## config.mk

```make
export PLATFORM = sky130hd
export DESIGN_NAME = fetch_unit
export DESIGN_NICKNAME = d
export VERILOG_FILES = /design/src/rtl/mips_pkg.sv /design/src/rtl/sync_fifo.sv /design/src/rtl/fetch_unit.sv
export SDC_FILE = /design/constraint.sdc
export NUM_CORES = 1
export LEC_CHECK = 0
export CORE_MARGIN = 4
export CORE_UTILIZATION = 55
export DETAILED_ROUTE_END_ITERATION = 6
export DONT_BUFFER_PORTS = 1
export PLACE_DENSITY_LB_ADDON = 0.12
export SLEW_MARGIN = 20
export SYNTH_ARGS = -nofsm -noshare
export SYNTH_HDL_FRONTEND = slang
export SYNTH_SLANG_ARGS = --single-unit
export TNS_END_PERCENT = 20
```

## constraint.sdc

```tcl
create_clock -name CLK -period 2.6 [get_ports CLK]
set_input_delay 0.52 -clock CLK [delete_from_list [all_inputs] [get_ports CLK]]
set_output_delay 0.52 -clock CLK [all_outputs]
set_load 0.01 [all_outputs]
```

## src/rtl/mips_pkg.sv

```systemverilog
// Shared constants and payload types for the MIPS front end.
package mips_pkg;

  localparam int unsigned WORD_W      = 32;
  localparam int unsigned INSTR_BYTES = 4;

  localparam logic [WORD_W-1:0] RESET_VECTOR = 32'h0000_0000;

  // One decoded-stage entry: instruction word and the address it came from.
  typedef struct packed {
    logic [WORD_W-1:0] instr;
    logic [WORD_W-1:0] pc;
  } dec_entry_t;

  // Clear the byte-offset bits so the address lands on an instruction boundary.
  function automatic logic [WORD_W-1:0] word_align(input logic [WORD_W-1:0] addr);
    return addr & ~(WORD_W'(INSTR_BYTES - 1));
  endfunction

endpackage

```

## src/rtl/sync_fifo.sv

```systemverilog
// Single-clock FIFO with flush; occupancy is exposed so callers can run credit schemes.
module sync_fifo #(
  parameter int unsigned WIDTH = 32,
  parameter int unsigned DEPTH = 4
) (
  input  logic                     clk,
  input  logic                     rst_n,
  input  logic                     push,
  input  logic [WIDTH-1:0]         push_data,
  input  logic                     pop,
  input  logic                     flush,
  output logic [WIDTH-1:0]         pop_data,
  output logic [$clog2(DEPTH):0]   count,
  output logic                     empty,
  output logic                     full
);

  localparam int unsigned AW = $clog2(DEPTH);
  localparam int unsigned CW = AW + 1;

  logic [WIDTH-1:0] mem_q [DEPTH];
  logic [WIDTH-1:0] mem_d [DEPTH];
  logic [AW-1:0]    wr_ptr_q, wr_ptr_d;
  logic [AW-1:0]    rd_ptr_q, rd_ptr_d;
  logic [CW-1:0]    count_q, count_d;
  logic             do_push, do_pop;

  assign empty    = (count_q == '0);
  assign full     = (count_q == CW'(DEPTH));
  assign count    = count_q;
  assign pop_data = mem_q[rd_ptr_q];

  // A pop frees a slot in the same cycle, so push while full is legal alongside it.
  assign do_pop  = pop && !empty && !flush;
  assign do_push = push && (!full || do_pop) && !flush;

  // Next-state for storage, pointers and occupancy; flush discards everything.
  always_comb begin
    mem_d    = mem_q;
    wr_ptr_d = wr_ptr_q;
    rd_ptr_d = rd_ptr_q;
    count_d  = count_q;
    if (flush) begin
      wr_ptr_d = '0;
      rd_ptr_d = '0;
      count_d  = '0;
    end else begin
      if (do_push) begin
        mem_d[wr_ptr_q] = push_data;
        wr_ptr_d        = wr_ptr_q + AW'(1);
      end
      if (do_pop) begin
        rd_ptr_d = rd_ptr_q + AW'(1);
      end
      count_d = count_q + CW'(do_push) - CW'(do_pop);
    end
  end

  // State registers; storage clears on reset so the head reads zero.
  always_ff @(posedge clk or negedge rst_n) begin
    if (!rst_n) begin
      for (int unsigned i = 0; i < DEPTH; i++) begin
        mem_q[i] <= '0;
      end
      wr_ptr_q <= '0;
      rd_ptr_q <= '0;
      count_q  <= '0;
    end else begin
      mem_q    <= mem_d;
      wr_ptr_q <= wr_ptr_d;
      rd_ptr_q <= rd_ptr_d;
      count_q  <= count_d;
    end
  end

endmodule

```

## src/rtl/fetch_unit.sv

```systemverilog
// Instruction fetch: owns the PC, issues credit-limited imem requests and
// queues in-order responses for decode; redirects flush and drop stale data.
module fetch_unit
  import mips_pkg::*;
#(
  parameter int unsigned       DEPTH    = 4,
  parameter logic [WORD_W-1:0] RESET_PC = RESET_VECTOR
) (
  input  logic              CLK,
  input  logic              Reset,
  output logic              imem_req_valid,
  output logic [WORD_W-1:0] imem_req_addr,
  input  logic              imem_req_ready,
  input  logic              imem_rsp_valid,
  input  logic [WORD_W-1:0] imem_rsp_data,
  output logic              dec_valid,
  output logic [WORD_W-1:0] dec_instr,
  output logic [WORD_W-1:0] dec_pc,
  input  logic              dec_ready,
  input  logic              redirect_valid,
  input  logic [WORD_W-1:0] redirect_pc,
  output logic [WORD_W-1:0] Out_PC
);

  localparam int unsigned CW = $clog2(DEPTH) + 1;
  localparam int unsigned SW = CW + 1;
  localparam int unsigned EW = $bits(dec_entry_t);

  logic [WORD_W-1:0] pc_q, pc_d;
  logic [CW-1:0]     drop_cnt_q, drop_cnt_d;
  logic              run_q, run_d;

  // The address FIFO occupancy is the outstanding-request count.
  logic [CW-1:0]     af_count;
  logic              af_empty, af_full;
  logic [WORD_W-1:0] af_head;

  logic [CW-1:0]     of_count;
  logic              of_empty, of_full;
  dec_entry_t        of_head, of_in;

  logic              req_fire, rsp_fire, dec_fire, of_push;
  logic [SW-1:0]     credit;

  // Credit covers both in-flight requests and queued instructions, so the
  // output FIFO can always absorb every response still owed.
  assign credit         = SW'(af_count) + SW'(of_count);
  assign imem_req_valid = run_q && (credit < SW'(DEPTH));
  assign imem_req_addr  = pc_q;

  assign req_fire = imem_req_valid && imem_req_ready;
  assign rsp_fire = imem_rsp_valid && !af_empty;
  assign dec_fire = dec_valid && dec_ready;

  // Responses are dropped while stale ones are owed and in the redirect cycle.
  assign of_push = rsp_fire && (drop_cnt_q == '0) && !redirect_valid;
  assign of_in   = '{instr: imem_rsp_data, pc: af_head};

  assign dec_valid = !of_empty;
  assign dec_instr = of_head.instr;
  assign dec_pc    = of_head.pc;
  assign Out_PC    = pc_q;

  // PC advance, redirect target and stale-response bookkeeping.
  always_comb begin
    pc_d       = pc_q;
    drop_cnt_d = drop_cnt_q;
    run_d      = 1'b1;
    if (redirect_valid) begin
      pc_d       = word_align(redirect_pc);
      drop_cnt_d = af_count + CW'(req_fire) - CW'(rsp_fire);
    end else begin
      if (req_fire) begin
        pc_d = pc_q + WORD_W'(INSTR_BYTES);
      end
      if (rsp_fire && (drop_cnt_q != '0)) begin
        drop_cnt_d = drop_cnt_q - CW'(1);
      end
    end
  end

  // Fetch control registers; run_q keeps requests quiet until reset is released.
  always_ff @(posedge CLK or negedge Reset) begin
    if (!Reset) begin
      pc_q       <= RESET_PC;
      drop_cnt_q <= '0;
      run_q      <= 1'b0;
    end else begin
      pc_q       <= pc_d;
      drop_cnt_q <= drop_cnt_d;
      run_q      <= run_d;
    end
  end

  // PCs of requests still owed by memory; never flushed.
  sync_fifo #(
    .WIDTH (WORD_W),
    .DEPTH (DEPTH)
  ) u_addr_fifo (
    .clk       (CLK),
    .rst_n     (Reset),
    .push      (req_fire),
    .push_data (pc_q),
    .pop       (rsp_fire),
    .flush     (1'b0),
    .pop_data  (af_head),
    .count     (af_count),
    .empty     (af_empty),
    .full      (af_full)
  );

  // Instruction/PC pairs waiting for decode.
  sync_fifo #(
    .WIDTH (EW),
    .DEPTH (DEPTH)
  ) u_out_fifo (
    .clk       (CLK),
    .rst_n     (Reset),
    .push      (of_push),
    .push_data (of_in),
    .pop       (dec_fire),
    .flush     (redirect_valid),
    .pop_data  (of_head),
    .count     (of_count),
    .empty     (of_empty),
    .full      (of_full)
  );

  // A response with nothing outstanding is a memory protocol error.
  a_rsp_owed: assert property (@(posedge CLK) disable iff (!Reset)
    imem_rsp_valid |-> !af_empty);

  // The credit rule keeps both FIFOs from overflowing.
  a_af_no_overflow: assert property (@(posedge CLK) disable iff (!Reset)
    !(req_fire && af_full && !rsp_fire));

  a_of_no_overflow: assert property (@(posedge CLK) disable iff (!Reset)
    !(of_push && of_full && !dec_fire));

endmodule

```

==> results.txt, run 1 <==
core area = 33900 um2
io pins = 200
Post-synth EDFFs = 0
routed length on met3 = 1940 um
CTS tree = built
DR top layer = met5
total wire length = 39600 um
Worst EP arrival = 3.05 ns
max-slew violation count = 0
routed wl met2 = 19200 um
synthesized instance count = 1276
initial antenna violation count = 3
Ys Warns = 0
GPL Wtd Cong = 0.752
pin count of the biggest net entering global routing = 417
final hold slack = -0.329 ns
Clock Sinks = 416
post-route design area = 21300 um2
r2r endpoint = Out_PC[13]$_DFFE_PN0P_
Inserted Diodes = 0
1st-iter DRT viols = 465
WS Path Type = flop to flop
layout cell share with drive strength beyond 1 = 46.6%
chip height = 194 um
most area-hungry cell type in the Yosys netlist = dfrtp_1
violated checks = negative hold slack, negative setup slack
RSZ-0062 raised after global routing = yes
Rel. slew slack = 38.0%
clock root cell = clkbuf_16
most frequent cells in the layout = dfrtp_1 (412), mux2_2 (363), mux4_2 (92), clkbuf_16 (46), buf_4 (45)
leakage power = 9.76 nW
total track usage = 21.1%
fin crit share = 101%
Initial Util = 56.2%
Pwr Total = 21.9 mW
FFs w/ async S/R, synth = 100%
top cell type's share of synthesized area = 54.7%
FF+latch count, synth = 416
Worst R2R Path Depth = 5
Clock Path Buffers = 3
Fillers = 2562
die area = 37700 um2
vias in the first global route = 11200
clock transition at the registers of the reported paths = 0.06 ns
Final setup violation count = 4
# port buffers = 0
Cell Area, Placed = 19700 um2
area of the mapped netlist = 19000 um2
cts bufs inserted = 44
Area Overhead vs Synth = 11.7%
top_reg_cell synth = dfrtp_1
FF-to-FF Start = u_out_fifo.count[2]$_DFF_PN0_
Worst EP required = 3.03 ns
GR Overflow Total = 0
TritonRoute pass-1 iters = 4
Power Density = 1030 nW/um2
Seq/Total Area, Yosys = 54.7%
Crit. End Element = flop
Via density = 6.03
Hold Fails Final Rpt = 416
internal reg-to-reg setup slack = -0.02 ns
via count = 10600
Worst Setup Start Kind = flop
met1 WL = 17700 um
Worst Hold Class = input port to asynchronous set/reset pin
number of core rows = 67
htree depth = 2
Netlist cell types = 52
VDD IR max = 0.000541 V
Post-DRT Antenna Nets = 0
Tmin final = 2.62 ns
maximum clock rate = 381 MHz
syn_area_per_cell = 14.9 um2
max_cap viols = 0
measured slew at the worst slew-check pin = 0.930 ns
# nets final = 1364
dpl hpwl = 25200 um
WL/cell = 22.6 um
Die Width = 194 um
outcome = finished, violations left
later-pin clock latency in the skew report = 0.55 ns
crit path max fanout = 22
top cells by area, synth = dfrtp_1 (55%), mux2_2 (21%), mux4_2 (11%), buf_4 (1.4%), clkbuf_1 (1.4%)
# DRC = 0
Fin Clk Skew = 0.0288 ns
first-pass GRT wire length = 64000 um
most common cell after layout, fill and taps aside = dfrtp_1
Final Worst Setup Slack = -0.0247 ns
## worst max-delay path: stages (launching register included)
cell     delay (ns)
dfrtp_1        0.39
ha_1           0.31
or4b_4         0.57
or4_4          0.59
o311a_1        0.38
a221o_1        0.26
## worst max path at each step
stage                                             start                              to  slack, ns  cells after the start
after detailed placement  u_out_fifo.count[2]$_DFF_PN0_  u_addr_fifo.count[1]$_DFF_PN0_      -0.03                      7
after global placement    u_out_fifo.count[2]$_DFF_PN0_  u_addr_fifo.count[2]$_DFF_PN0_      -0.04                      7
final                     u_out_fifo.count[2]$_DFF_PN0_          Out_PC[13]$_DFFE_PN0P_      -0.02                      5
after CTS                 u_out_fifo.count[2]$_DFF_PN0_  u_addr_fifo.count[2]$_DFF_PN0_      -0.06                      7
after floorplan                          redirect_valid   u_out_fifo.count[2]$_DFF_PN0_     -0.008                     11
after global routing      u_out_fifo.count[2]$_DFF_PN0_          Out_PC[19]$_DFFE_PN0P_      -0.14                      5
## cells by family (layout without fill, tap and decap cells)
family / Yosys count / count (layout) / share of synthesized area [%]
compound gates: 67 / 67 / 2.31
xor+xnor: 15 / 15 / 0.690
fa+ha+maj: 22 / 22 / 1.56
buf+inv: 146 / 170 / 3.69
flops: 416 / 416 / 54.7
mux: 463 / 463 / 32.8
other cells: 2 / 7 / 0.0394
simple gates: 145 / 145 / 4.25
## area by class of cell
type | instances | area (um2) | area share, %
Sequential cell | 416 | 10400 | 49.0
Clock inverter | 11 | 141 | 0.664
Tap cell | 448 | 561 | 2.63
Clock buffer | 68 | 1340 | 6.32
Multi-Input combinational cell | 719 | 7990 | 37.6
Inverter | 23 | 86.3 | 0.406
Timing Repair Buffer | 68 | 737 | 3.46
## stage by stage
step	setup slack [ns]	hold slack [ns]	cells	setup TNS (ns)	util, %
global placement	-0.0444	0.234	1671	-0.0717	58.2
floorplan	-0.00759	0.224	1281	-0.00759	-
global route	-0.137	-0.362	1753	-0.725	62.8
detailed placement	-0.0309	0.234	1671	-0.0671	58.2
finish	-0.0247	-0.329	1753	-0.0631	62.8
CTS	-0.0596	-0.358	1751	-0.331	62.7
## where the power goes
group	switching [mW]	internal, mW	total (mW)
Sequential	0.883	8.23	9.11
Clock	2.48	3.85	6.32
Combinational	2.98	3.50	6.47
Total	6.34	15.6	21.9
## synth_stat cells, drive strengths merged, types with 16 or more instances
cell type    n
or4         16
nand2       29
ha          19
o21ai       17
mux4        92
mux2       368
inv         22
clkbuf      70
nor2        33
a31oi       20
buf         53
dfrtp      416
## layer usage
layer	track usage (%)	vias up
li1	-	4686
met1	29.0	5627
met2	34.8	195
met3	5.00	53
met4	4.45	6
met5	0	-
## registers in the layout (all words and copies together) (netlist names)
signal	flops
u_addr_fifo.count	3
Out_PC	30
drop_cnt_q	3
run_q	1
u_out_fifo.count	3
u_addr_fifo.rd_ptr_q	2
u_addr_fifo.wr_ptr_q	2
u_out_fifo.rd_ptr_q	2
u_out_fifo.wr_ptr_q	2
u_addr_fifo.mem_q	120
u_out_fifo.mem_q	248
## repair_timing
item	CTS	global route
buffers inserted	1	2
setup endpoints to repair	67	138
resized for setup	3	6
gates cloned	0	0
hold endpoints to repair	416	416
pin swaps	1	7
(Power assumes the default switching activity.)
==> inputs of run 2 (changes only) <==
CORE_UTILIZATION = 58   (was 55)
SKIP_LAST_GASP = 1   (was default)
==> run 2 against run 1 <==
- the run still ends with negative hold slack, negative setup slack left
- die area decreased by 5.0%
- worst setup slack improved by 0.011 ns
- clock power decreased by 4.0%
- combinational power decreased by 0.8%
- register-to-register slack about the same
- first-iteration DRC count increased by 13%
- sequential power increased by 0.4%
- core utilization increased by 2.7 points
- final cell count increased by 0.23%
- clock skew decreased by 0.0064 ns
- wire length increased by 1.8%
- largest cell class unchanged
- highest routed layer unchanged
==> results.txt, run 2 (synthesis gave the netlist of run 1 again) <==
Pwr Total = 21.7 mW
WS Path Type = flop to flop
maximum clock rate = 383 MHz
initial antenna violation count = 3
VDD IR max = 0.000602 V
Initial Util = 58.7%
htree depth = 2
pin count of the biggest net entering global routing = 417
FF-to-FF Start = u_out_fifo.count[2]$_DFF_PN0_
clock transition at the registers of the reported paths = 0.06 ns
core area = 32500 um2
Crit. End Element = flop
total wire length = 40300 um
first-pass GRT wire length = 63300 um
Clock Path Buffers = 3
outcome = finished, violations left
dpl hpwl = 25200 um
Worst Hold Class = input port to asynchronous set/reset pin
violated checks = negative hold slack, negative setup slack
WL/cell = 23.0 um
clock root cell = clkbuf_16
GPL Wtd Cong = 0.771
CTS tree = built
Power Density = 1020 nW/um2
Post-Place Cells = 1668
cts bufs inserted = 44
die area = 35800 um2
Hold Fails Final Rpt = 416
Final setup violation count = 4
r2r endpoint = Out_PC[18]$_DFFE_PN0P_
later-pin clock latency in the skew report = 0.55 ns
# port buffers = 0
RSZ-0062 raised after global routing = yes
most frequent cells in the layout = dfrtp_1 (412), mux2_2 (363), mux4_2 (92), buf_4 (58), clkbuf_16 (45)
fin cells = 1757
Die Width = 189 um
Cell Area, Placed = 19800 um2
most common cell after layout, fill and taps aside = dfrtp_1
Tmin final = 2.61 ns
# DRC = 0
TritonRoute pass-1 iters = 4
crit path max fanout = 21
via count = 10800
total track usage = 22.5%
Fin Clk Skew = 0.0224 ns
fin crit share = 101%
Final Worst Setup Slack = -0.0142 ns
Clock Sinks = 416
number of core rows = 66
Area Overhead vs Synth = 11.7%
Rel. slew slack = 9.08%
# nets final = 1374
GR Overflow Total = 0
layout cell share with drive strength beyond 1 = 47.0%
Via density = 6.13
io pins = 200
measured slew at the worst slew-check pin = 1.36 ns
DP Worst Slack = -0.00669 ns
Worst EP required = 3.07 ns
max-slew violation count = 0
Worst Setup Start Kind = flop
Inserted Diodes = 0
1st-iter DRT viols = 525
final hold slack = -0.329 ns
max_cap viols = 0
post-route design area = 21300 um2
max reg flops = 248
chip height = 189 um
Reg with most FFs = u_out_fifo.mem_q
CP startpoint = u_out_fifo.count[2]$_DFF_PN0_
vias in the first global route = 11200
internal reg-to-reg setup slack = -0.01 ns
leakage power = 9.78 nW
Post-DRT Antenna Nets = 0
Worst EP arrival = 3.09 ns
Worst R2R Path Depth = 5
run 2: changes by cell type in the layout (fill, tap and decap cells not counted), moves of 2 or more:
| cell | previous run | this run |
|---|---|---|
| buf_4 | 45 | 58 |
| buf_6 | 7 | 2 |
| clkbuf_8 | 11 | 7 |
| clkinv_2 | 7 | 11 |
| inv_6 | 0 | 2 |
run 2: stage by stage:
step | TNS (ns) | utilization, %
2_1_floorplan | -0.00759 | -
3_5_place_dp | -0.0115 | 60.9
4_1_cts | -0.0815 | 65.2
5_1_grt | -0.773 | 65.5
3_3_place_gp | 0 | 60.9
6_report | -0.0289 | 65.5
run 2: report_power, final:
| part | total (mW) | internal, mW | switching (mW) |
|---|---|---|---|
| registers | 9.15 | 8.23 | 0.922 |
| logic | 6.42 | 3.50 | 2.92 |
| clock network | 6.07 | 3.58 | 2.50 |
run 2: cell type report:
cell class / count / area [um2]
fill: 2383 / 11200
sequential: 416 / 10400
timing repair buffer: 77 / 798
tap: 442 / 553
inverter: 23 / 86.3
clock inverter: 16 / 140
clock buffer: 63 / 1260
multi-input combinational: 720 / 8010
run 2: critical path, cell delays in order, from the launching register on:
cell,delay (ns)
dfrtp_1,0.39
ha_1,0.32
or4b_4,0.57
or4_4,0.60
or4_1,0.50
a31oi_1,0.18
run 2: repair_timing:
action | CTS | global route
pin swaps | 0 | 6
gates cloned | 0 | 1
buffers inserted | 0 | 9
gates resized for setup | 2 | 5
hold endpoints to repair | 416 | 416
setup endpoints to repair | 15 | 147
run 2: worst max-delay path by stage:
stage,endpoint,slack [ns]
2_1_floorplan,u_out_fifo.count[2]$_DFF_PN0_,-0.008
3_3_place_gp,Out_PC[19]$_DFFE_PN0P_,0.03
3_5_place_dp,u_addr_fifo.count[2]$_DFF_PN0_,-0.007
4_1_cts,u_addr_fifo.count[2]$_DFF_PN0_,-0.03
5_1_grt,Out_PC[19]$_DFFE_PN0P_,-0.10
6_report,Out_PC[18]$_DFFE_PN0P_,-0.01
run 2: routing by layer:
metal,share of wire (%),vias to the layer above,GRT usage (%),routed length [um]
li1,-,4712,-,-
met1,43,5737,31.0,17400
met2,48,247,36.8,19500
met3,6.1,69,5.16,2450
met4,2.2,6,6.03,868
met5,0.10,-,0,41
